`src/rtl/reg_wb_sequencer.sv`:
```
// Register write-back sequencer: FIFO of {rd, data} drained as a one-hot enable plus data.
// Optional macro R0_WRITE_PROTECT_EN: writes to register 0 are accepted but dropped.
module reg_wb_sequencer #(
    parameter int unsigned DEPTH = 4
) (
    input  logic                     clk,
    input  logic                     clr,
    input  logic                     wb_valid,
    output logic                     wb_ready,
    input  logic [3:0]               wb_rd,
    input  logic [31:0]              wb_data,
    input  logic                     drain_en,
    input  logic                     flush,
    output logic [15:0]              rin,
    output logic [31:0]              d_out,
    output logic [$clog2(DEPTH):0]   count,
    input  logic [3:0]               rd_query,
    output logic                     hazard
);

    localparam int unsigned AW = $clog2(DEPTH);
    localparam int unsigned CW = AW + 1;

    typedef struct packed {
        logic [3:0]  rd;
        logic [31:0] data;
    } wb_entry_t;

    typedef enum logic [1:0] {IDLE, WRITE, HOLD} state_t;

    wb_entry_t         mem [DEPTH];
    logic [AW-1:0]     head;
    logic [AW-1:0]     tail;
    logic [CW-1:0]     count_next;
    state_t            state;
    logic              push;
    logic              enq;
    logic              pop;

    assign wb_ready = (count < CW'(DEPTH)) && !flush;
    assign push     = wb_valid && wb_ready;
    assign pop      = (count != '0) && drain_en && !flush;

`ifdef R0_WRITE_PROTECT_EN
    assign enq = push && (wb_rd != 4'd0);
`else
    assign enq = push;
`endif

    always_comb begin
        count_next = count;
        case ({enq, pop})
            2'b10:   count_next = count + CW'(1);
            2'b01:   count_next = count - CW'(1);
            default: count_next = count;
        endcase
    end

    // Pointers, occupancy, drain outputs and the occupancy-tracking state.
    always_ff @(posedge clk or negedge clr) begin
        if (!clr) begin
            head  <= '0;
            tail  <= '0;
            count <= '0;
            rin   <= '0;
            d_out <= '0;
            state <= IDLE;
        end else if (flush) begin
            head  <= '0;
            tail  <= '0;
            count <= '0;
            rin   <= '0;
            state <= IDLE;
        end else begin
            if (enq) begin
                tail <= tail + AW'(1);
            end
            if (pop) begin
                head  <= head + AW'(1);
                rin   <= 16'(1) << mem[head].rd;
                d_out <= mem[head].data;
            end else begin
                rin <= '0;
            end
            count <= count_next;
            if (count_next == '0) begin
                state <= IDLE;
            end else if (drain_en) begin
                state <= WRITE;
            end else begin
                state <= HOLD;
            end
        end
    end

    always_ff @(posedge clk) begin
        if (enq) begin
            mem[tail] <= '{rd: wb_rd, data: wb_data};
        end
    end

    // Pending-write lookup over the valid window starting at head.
    always_comb begin
        hazard = rin[rd_query];
        for (int unsigned i = 0; i < DEPTH; i++) begin
            if ((CW'(i) < count) && (mem[head + AW'(i)].rd == rd_query)) begin
                hazard = 1'b1;
            end
        end
    end

    a_idle_iff_empty: assert property (@(posedge clk) disable iff (!clr)
        ((state == IDLE) == (count == '0)));

endmodule

```
`config.mk`:
```
export PLATFORM = sky130hd
export DESIGN_NAME = reg_wb_sequencer
export DESIGN_NICKNAME = d
export VERILOG_FILES = /design/src/rtl/reg_wb_sequencer.sv
export SDC_FILE = /design/constraint.sdc
export NUM_CORES = 1
export LEC_CHECK = 0
export CAP_MARGIN = 5
export CORE_MARGIN = 2
export CORE_UTILIZATION = 52
export DETAILED_ROUTE_END_ITERATION = 8
export GPL_ROUTABILITY_DRIVEN = 0
export PLACE_DENSITY = 0.76
export SYNTH_ARGS = -nofsm -noshare
export SYNTH_HDL_FRONTEND = slang
export SYNTH_SLANG_ARGS = --single-unit
```
`constraint.sdc`:
```
create_clock -name clk -period 2.6 [get_ports clk]
set_input_delay 0.52 -clock clk [delete_from_list [all_inputs] [get_ports clk]]
set_output_delay 0.52 -clock clk [all_outputs]
set_load 0.005 [all_outputs]
```
### After elaboration in Yosys (flattened, before gate mapping)

Memories as Yosys holds them, arrays and structs flattened.
Index checks and enable logic that the tools add are counted.

* memory bits (writable): 144
* output and inout bits: 53
* bits in registers: 55
* bits in read-only memories: 0
* memories kept: 1
* bits in latches: 0

* div/mod/pow operators: 0
* add/sub/neg operators: 6
* eq/ne operators: 6
* multipliers: 0
* magnitude comparators: 6
* bitwise logic cells: 1
* multiplexer cells: 16
* shift operators: 1
* reductions and logical operators: 14

Memory list
* mem: depth 4, bits a word 36, read ports 4, clocked after memory_dff 0, wr ports 1, RTL line 31 `wb_entry_t mem [DEPTH];`

Operators with widths (count)
* 2-to-1 mux 16 bit: 2
* == test 4 bit: 4
* << shifter 1 x 4 -> 16 bit, first input constant: 1
* logical AND 1 bit: 8
* 2-to-1 mux 2 bit: 4
* 2-to-1 mux 1 bit: 7
* less-than comparator 1 x 3 -> 1 bit, first input constant: 2
* less-than comparator 2 x 3 -> 1 bit, first input constant: 2
* one-hot mux 3 bit (2 select lines): 1
* nonzero test 3 bit: 2
* less-than comparator 4 x 5 -> 1 bit, second input constant: 1
* adder 2 x 1 -> 2 bit, second input constant: 2
* adder 2 bit, second input constant: 2
* binary-select mux 1 bit (select 4 bit): 1
* nonzero test 2 bit: 2
* adder 3 x 1 -> 3 bit, second input constant: 1
* less-than comparator 3 bit, second input constant: 1
* 2-to-1 mux 3 bit: 1
* subtractor 3 x 1 -> 3 bit, second input constant: 1
* == test 2 x 1 -> 1 bit, second input constant: 1
* == test 2 bit, second input constant: 1
* AND reduction 2 bit: 1
* logical NOT 1 bit: 1
* NOT 1 bit: 1

### Depth between registers and ports, before layout

Gate-level depths: netlist of run 1.
An unclocked memory read counts as a cell.

* depth in word-level cells: 7
* depth in mapped cells: 8

### Worst setup path after synthesis of run 1

OpenSTA, ideal clock, no wires.

* path kind: input port to flip-flop
* start: in wb_valid
* end: mem mem[1][0] in the netlist's numbering, enable pin
* slack: 0.219 ns
* arrival: 1.984 ns
* stages: 4
* required time: 2.203 ns
* cells stage by stage: nor2b_1 nor2b_1 clkbuf_1 and2_1

* cells in the longest elaborated chain, start to end: 3

Ends and longest elaborated chain
* start: declaration: RTL line 8 `input logic wb_valid,`
* logical AND 1 bit: RTL line 41 `assign push = wb_valid && wb_ready;`
* 2-to-1 mux 1 bit: RTL line 97 `if (enq) begin`
* 2-to-1 mux 1 bit (not written as such): RTL line 98 `mem[tail] <= '{rd: wb_rd, data: wb_data};`
* end: declaration: RTL line 31

No other way between the ends.

### Final worst setup path of run 1

* start: reg head[0]
* end: out hazard

* cells in the longest elaborated chain, start to end: 7
* elaborated cells between the ends (all ways): 16
* those cells by class: add/sub: 3; eq/ne: 4; mux: 4; reduce/logical: 4; memory: 1

Ends and longest elaborated chain
* start: declaration: RTL line 32 `logic [AW-1:0] head;`
* start signal: assignment: RTL line 79 `head <= head + AW'(1);`
* adder 2 x 1 -> 2 bit or memory (4 x 36 bit) (tied branches)
* memory (4 x 36 bit) (*)
* == test 4 bit or logical AND 1 bit (tied branches): RTL line 106 `if ((CW'(i) < count) && (mem[head + AW'(i)].rd == rd_query)) begin`
* logical AND 1 bit or 2-to-1 mux 1 bit (tied branches): RTL line 106
* 2-to-1 mux 1 bit (2 in series): RTL line 106
* 2-to-1 mux 1 bit (*): RTL line 106
* end: declaration: RTL line 18 `output logic hazard`

Every way passes the cells marked *; elsewhere a longest branch is shown, timed or not.

==> results.json, run 1 <==
{
  "rsz0062_at_grt": "yes",
  "ys_types": 36,
  "worstMarginPinSlew_ns": 0.454,
  "clk_latency_ns": 0.43,
  "antenna_left": 0,
  "busiest_layer": "met2",
  "period_minus_slack_ns": 2.89,
  "hpwlAfterDp_um": 10400,
  "p_leak_nw": 3.63,
  "synth_top_area_frac": 0.539,
  "vias": 4257,
  "drt_wl_total_um": 15300,
  "required_ns": 2.08,
  "syn_area_per_cell_sq_um": 19.5,
  "routedWlPerCell_um": 20.2,
  "drt_iter0_drc": 235,
  "crit_path_start_kind": "flip-flop",
  "dp_cells": 723,
  "end_kind": "output pin",
  "max_freq_mhz": 346,
  "setup_slack_ns": -0.292,
  "clk_path_buf_depth": 2,
  "synth-main-ff-cell": "edfxtp_1",
  "antenna_cells": 0,
  "violations": "setup timing",
  "grt_max_degree": 30,
  "rows": 45,
  "hp-class": "primary input to async pin",
  "cts.htree.levels": 4,
  "clock-sinks": 199,
  "grt.total_usage": 0.200,
  "max-slew-margin-rel": 0.697,
  "tns_ns": -0.292,
  "synthesis.nets": 465,
  "port_buffers": 97,
  "finalCritPeriodShare": 1.11,
  "post-place-ws_ns": -0.689,
  "yosysMostFrequentCell": "edfxtp_1",
  "cts-buffers-inserted": 17,
  "first_pass_iters": 4,
  "status": "finished, violations left",
  "chipWidth_um": 128,
  "drive_above_1_share": 0.304,
  "fin_skew_ns": 0.0104,
  "vias_per_cell": 5.62,
  "yosys.area.top_type": "edfxtp_1",
  "synth-warning-count": 0,
  "antenna_found_initial": 0,
  "grt-ovfl-total": 0,
  "criticalPathCategory": "flip-flop to output pin",
  "clk_pin_slew_ns": 0.07,
  "p_per_area_nw_per_um2": 928,
  "setup_viol": 1,
  "async_flop_share": 0.276,
  "use_met1": 0.252,
  "fin_cells": 758,
  "hold_viol": 0,
  "drc": 0,
  "ys_top_cells_by_area": "edfxtp_1, dfrtp_1, mux4_2",
  "cts_tree": "yes",
  "seq_area_frac_synth": 0.711,
  "maxSlewViolCount": 0,
  "core_area_sq_um": 15100,
  "initial_core_util": 0.530,
  "met2_usage": 0.344,
  "synth_edf_count": 144,
  "netlist_top_cells_count": "edfxtp_1, dfrtp_1, mux4_2",
  "die_area_sq_um": 16400,
  "grt_pass1_wl_um": 24100,
  "ys_ff_latch": 199,
  "syn2layout_area_growth_pct": 27.3,
  "synth_area_sq_um": 8020,
  "path_max_fanout": 4,
  "max_cap_viol_count": 0,
  "grt_pass1_vias": 4587,
  "use_met3": 0.0509,
  "io-pin-count": 98,
  "fin_nets": 610,
  "ir_drop_v": 0.000542,
  "arrival_ns": 2.37,
  "die_y_um": 128,
  "syn_inst": 412,
  "ctsRootBufferMaster": "clkbuf_16"
}
==> metrics by stage <==
step | area (sq um) | hold slack, ns | util | power [mW]
after floorplan | 8020 | 0.224 | - | 5.62
after detailed placement | 9570 | 0.358 | 0.632 | 6.88
after CTS | 10200 | 0.431 | 0.673 | 9.58
after global placement | 9570 | 0.349 | 0.632 | 6.79
after global routing | 10200 | 0.447 | 0.674 | 9.92
final | 10200 | 0.449 | 0.674 | 9.47
==> critical path: stages (launching register included) <==
cell and delay (ns):
dfrtp_4 0.51, buf_6 0.13, mux4_2 0.42, xor2_1 0.15, or4_1 0.50, nand4_1 0.12, buf_2 0.12
==> final cells by class <==
class | count | area [sq um]
clock buffer | 20 | 457
clock inverter | 12 | 149
fill | 1017 | 4940
inverter | 7 | 26.3
multi-input combinational | 184 | 2190
sequential | 199 | 5710
tap | 188 | 235
timing repair buffer | 148 | 1440
==> flip-flops by register name, summed over array words and instances, names as in the netlist <==
| signal | flops |
|---|---|
| d_out | 32 |
| mem | 144 |
| count | 3 |
| head | 2 |
| tail | 2 |
| rin | 16 |
==> cell usage in the layout, fill, tap and decap left out, drive strengths merged, types with 9 or more instances in the layout <==
| master | instances |
|---|---|
| nor2 | 26 |
| xnor2 | 14 |
| clkdlybuf4s50 | 94 |
| mux4 | 49 |
| mux2 | 32 |
| clkbuf | 20 |
| inv | 9 |
| edfxtp | 144 |
| buf | 52 |
| mux2i | 9 |
| dfrtp | 55 |
==> timing repair <==
item                                    in CTS  in global routing
endpoints found under the setup margin       1                  1
resized for setup                            9                  2
pin swaps                                    3                  2
setup buffers                                2                  0
hold buffers                                 1                  0
hold endpoints to repair                     5                  0
==> where the power goes <==
| group | internal [mW] | total (mW) | switching (mW) |
|---|---|---|---|
| clock | 1.56 | 2.66 | 1.10 |
| sequential | 3.88 | 4.10 | 0.221 |
| combinational | 1.64 | 2.71 | 1.07 |
==> final timing paths <==
| path | start | to | slack [ns] | cells past startpoint |
|---|---|---|---|---|
| hold reg to reg | d_out[9]$_DFFE_PN0P_ | d_out[9]$_DFFE_PN0P_ | 0.51 | 1 |
| max in group asynchronous | clr | head[0]$_DFFE_PN0P_ | 1.54 | 3 |
| hold / removal | clr | rin[4]$_DFF_PN0_ | 0.45 | 2 |
| setup reg to reg | head[0]$_DFFE_PN0P_ | d_out[13]$_DFFE_PN0P_ | 0.55 | 5 |
| min in group clk | d_out[9]$_DFFE_PN0P_ | d_out[9]$_DFFE_PN0P_ | 0.51 | 1 |
| setup / recovery | head[0]$_DFFE_PN0P_ | hazard | -0.29 | 6 |
==> routing by layer <==
| layer | share of wire | up-vias |
|---|---|---|
| met3 | 0.049 | 17 |
| met1 | 0.41 | 2221 |
| met4 | 0.012 | 0 |
| li1 | - | 1896 |
| met5 | 0 | - |
| met2 | 0.53 | 123 |
==> cell families (layout without fill, tap and decap cells) <==
| kind of cell | after synthesis | count (layout) | synth area share |
|---|---|---|---|
| muxes | 90 | 90 | 0.194 |
| AOI/OAI and AO/OA | 13 | 13 | 0.0108 |
| DFF | 199 | 199 | 0.711 |
| xor gates and xnor gates | 22 | 22 | 0.0240 |
| and+or+nand+nor | 51 | 51 | 0.0295 |
| adders and majority gates | 8 | 8 | 0.0125 |
| buffers and inverters | 29 | 187 | 0.0183 |
Note: power is estimated with default switching activity, not from simulation.
==> run 2: changes to the inputs <==
Settings changed: PLACE_DENSITY 0.76 to 0.75.
==> run 2 against run 1 <==
Net effect:
- the run still ends with setup timing left
- first-iteration DRC count fell by 11%
- routed wire length is 2.5% higher
- clock power is 6% higher
- highest routed layer unchanged
==> results.json, run 2 (same netlist as run 1, synthesis figures left out) <==
{
  "hold_viol": 0,
  "arrival_ns": 2.40,
  "port_buffers": 97,
  "fillerInstances": 985,
  "initial_core_util": 0.530,
  "cts.htree.levels": 4,
  "criticalPathCategory": "flip-flop to output pin",
  "vias": 4220,
  "grt.total_usage": 0.207,
  "first_pass_iters": 4,
  "post-place-ws_ns": -0.664,
  "setup_slack_ns": -0.318,
  "grt_pass1_wl_um": 24600,
  "cts_tree": "yes",
  "finalCritPeriodShare": 1.12,
  "top_register": "mem",
  "mostFrequentLayoutCells": "edfxtp_1, clkdlybuf4s50_1, dfrtp_1, mux4_2, buf_4",
  "routedWlPerCell_um": 20.6,
  "clk_path_buf_depth": 2,
  "reg.largest.list": "mem (144), d_out (32), rin (16)",
  "fin_skew_ns": 0.00710,
  "setup_viol": 1,
  "drt_iter0_drc": 209,
  "path_max_fanout": 5,
  "syn2layout_area_growth_pct": 27.9,
  "max-slew-margin-rel": 0.568,
  "drive_above_1_share": 0.309,
  "ir_drop_v": 0.000565,
  "hpwlAfterDp_um": 10600,
  "die_y_um": 128,
  "worstMarginPinSlew_ns": 0.648,
  "grt-ovfl-total": 0,
  "drc": 0,
  "dp_cells": 729,
  "antenna_cells": 0,
  "drt_wl_total_um": 15700,
  "grt_pass1_vias": 4519,
  "crit_path_start_kind": "flip-flop",
  "core_area_sq_um": 15100,
  "fin_cells": 761,
  "required_ns": 2.08,
  "fin_nets": 613,
  "clk_latency_ns": 0.43,
  "status": "finished, violations left",
  "antenna_found_initial": 0,
  "max_freq_mhz": 343,
  "hp-class": "primary input to async pin",
  "clock-sinks": 199,
  "chipWidth_um": 128,
  "vias_per_cell": 5.55,
  "cts_hold_buf": 0,
  "p_leak_nw": 3.66,
  "grt_max_degree": 35,
  "rows": 45,
  "rsz0062_at_grt": "yes",
  "max_cap_viol_count": 0,
  "period_minus_slack_ns": 2.92,
  "ctsRootBufferMaster": "clkbuf_16",
  "maxSlewViolCount": 0,
  "final_common_cell": "edfxtp_1",
  "cts-buffers-inserted": 17,
  "largest_register_ffs": 144,
  "antenna_left": 0,
  "violations": "setup timing",
  "end_kind": "output pin",
  "clk_pin_slew_ns": 0.07,
  "p_per_area_nw_per_um2": 939,
  "die_area_sq_um": 16400,
  "io-pin-count": 98
}
==> run 2: changes by cell type in the layout (fill, tap and decap cells not counted), sizes merged <==
cell         delta
dlygate4sd3     -1
clkbuf          -1
bufinv          +1
inv             +2
buf             +4
clkinv          -2
==> run 2: layer usage <==
metal	part of all wire	vias to the layer above	global-route usage
met3	0.041	23	0.0484
met4	0.019	0	0.0789
li1	-	1906	-
met1	0.39	2166	0.248
met5	0	-	0
met2	0.55	125	0.365
==> run 2: timing repair <==
| item | in CTS | in global routing |
|---|---|---|
| pin swaps | 2 | 1 |
| buffers inserted | 0 | 0 |
| endpoints found under the setup margin | 1 | 1 |
| gates resized for setup | 6 | 1 |
==> run 2: cell type report <==
| class | instances | area, sq um | area share |
|---|---|---|---|
| inverters | 7 | 26.3 | 0.00256 |
| well taps | 188 | 235 | 0.0229 |
| multi-input cells | 184 | 2190 | 0.214 |
| repair buffers | 151 | 1450 | 0.142 |
| clock inverters | 13 | 189 | 0.0184 |
| clock buffers | 19 | 453 | 0.0442 |
| flip-flops and latches | 199 | 5710 | 0.556 |
==> run 2: power by group <==
| part | total, mW | switching (mW) | internal [mW] |
|---|---|---|---|
| registers | 4.11 | 0.237 | 3.88 |
| clock network | 2.83 | 1.16 | 1.67 |
| logic | 2.68 | 1.08 | 1.60 |
==> run 2: critical path, cell delays in order (launching register included) <==
cell	delay [ns]
dfrtp_4	0.45
mux4_2	0.56
xnor2_2	0.14
o21ai_1	0.08
or4_1	0.51
nand4_1	0.12
buf_2	0.12
==> run 2: final timing paths <==
| path | start | endpoint | slack (ns) | cells past startpoint |
|---|---|---|---|---|
| max in group asynchronous | clr | head[0]$_DFFE_PN0P_ | 1.85 | 2 |
| hold / removal | clr | d_out[30]$_DFFE_PN0P_ | 0.11 | 1 |
| hold reg to reg | d_out[28]$_DFFE_PN0P_ | d_out[28]$_DFFE_PN0P_ | 0.51 | 1 |
| setup reg to reg | count[0]$_DFFE_PN0P_ | d_out[1]$_DFFE_PN0P_ | 0.49 | 8 |
| setup / recovery | head[0]$_DFFE_PN0P_ | hazard | -0.32 | 6 |
| min in group clk | d_out[28]$_DFFE_PN0P_ | d_out[28]$_DFFE_PN0P_ | 0.51 | 1 |
==> run 2: through the flow <==
stage / hold WS (ns) / TNS [ns] / util / total power [mW] / cell area, sq um
after CTS: 0.127 / -0.327 / 0.677 / 9.73 / 10200
after floorplan: 0.224 / 0 / - / 5.62 / 8020
final: 0.109 / -0.318 / 0.677 / 9.63 / 10300
after global routing: 0.131 / -0.391 / 0.677 / 10.1 / 10300
after detailed placement: 0.496 / -0.664 / 0.635 / 6.87 / 9610
after global placement: 0.489 / -0.630 / 0.635 / 6.80 / 9610
==> run 3: changes to the inputs <==
Settings changed: PLACE_DENSITY 0.75 to 0.76.
==> results of run 3 <==
Same layout as run 1: the final DEF is identical, and so are final timing and power.
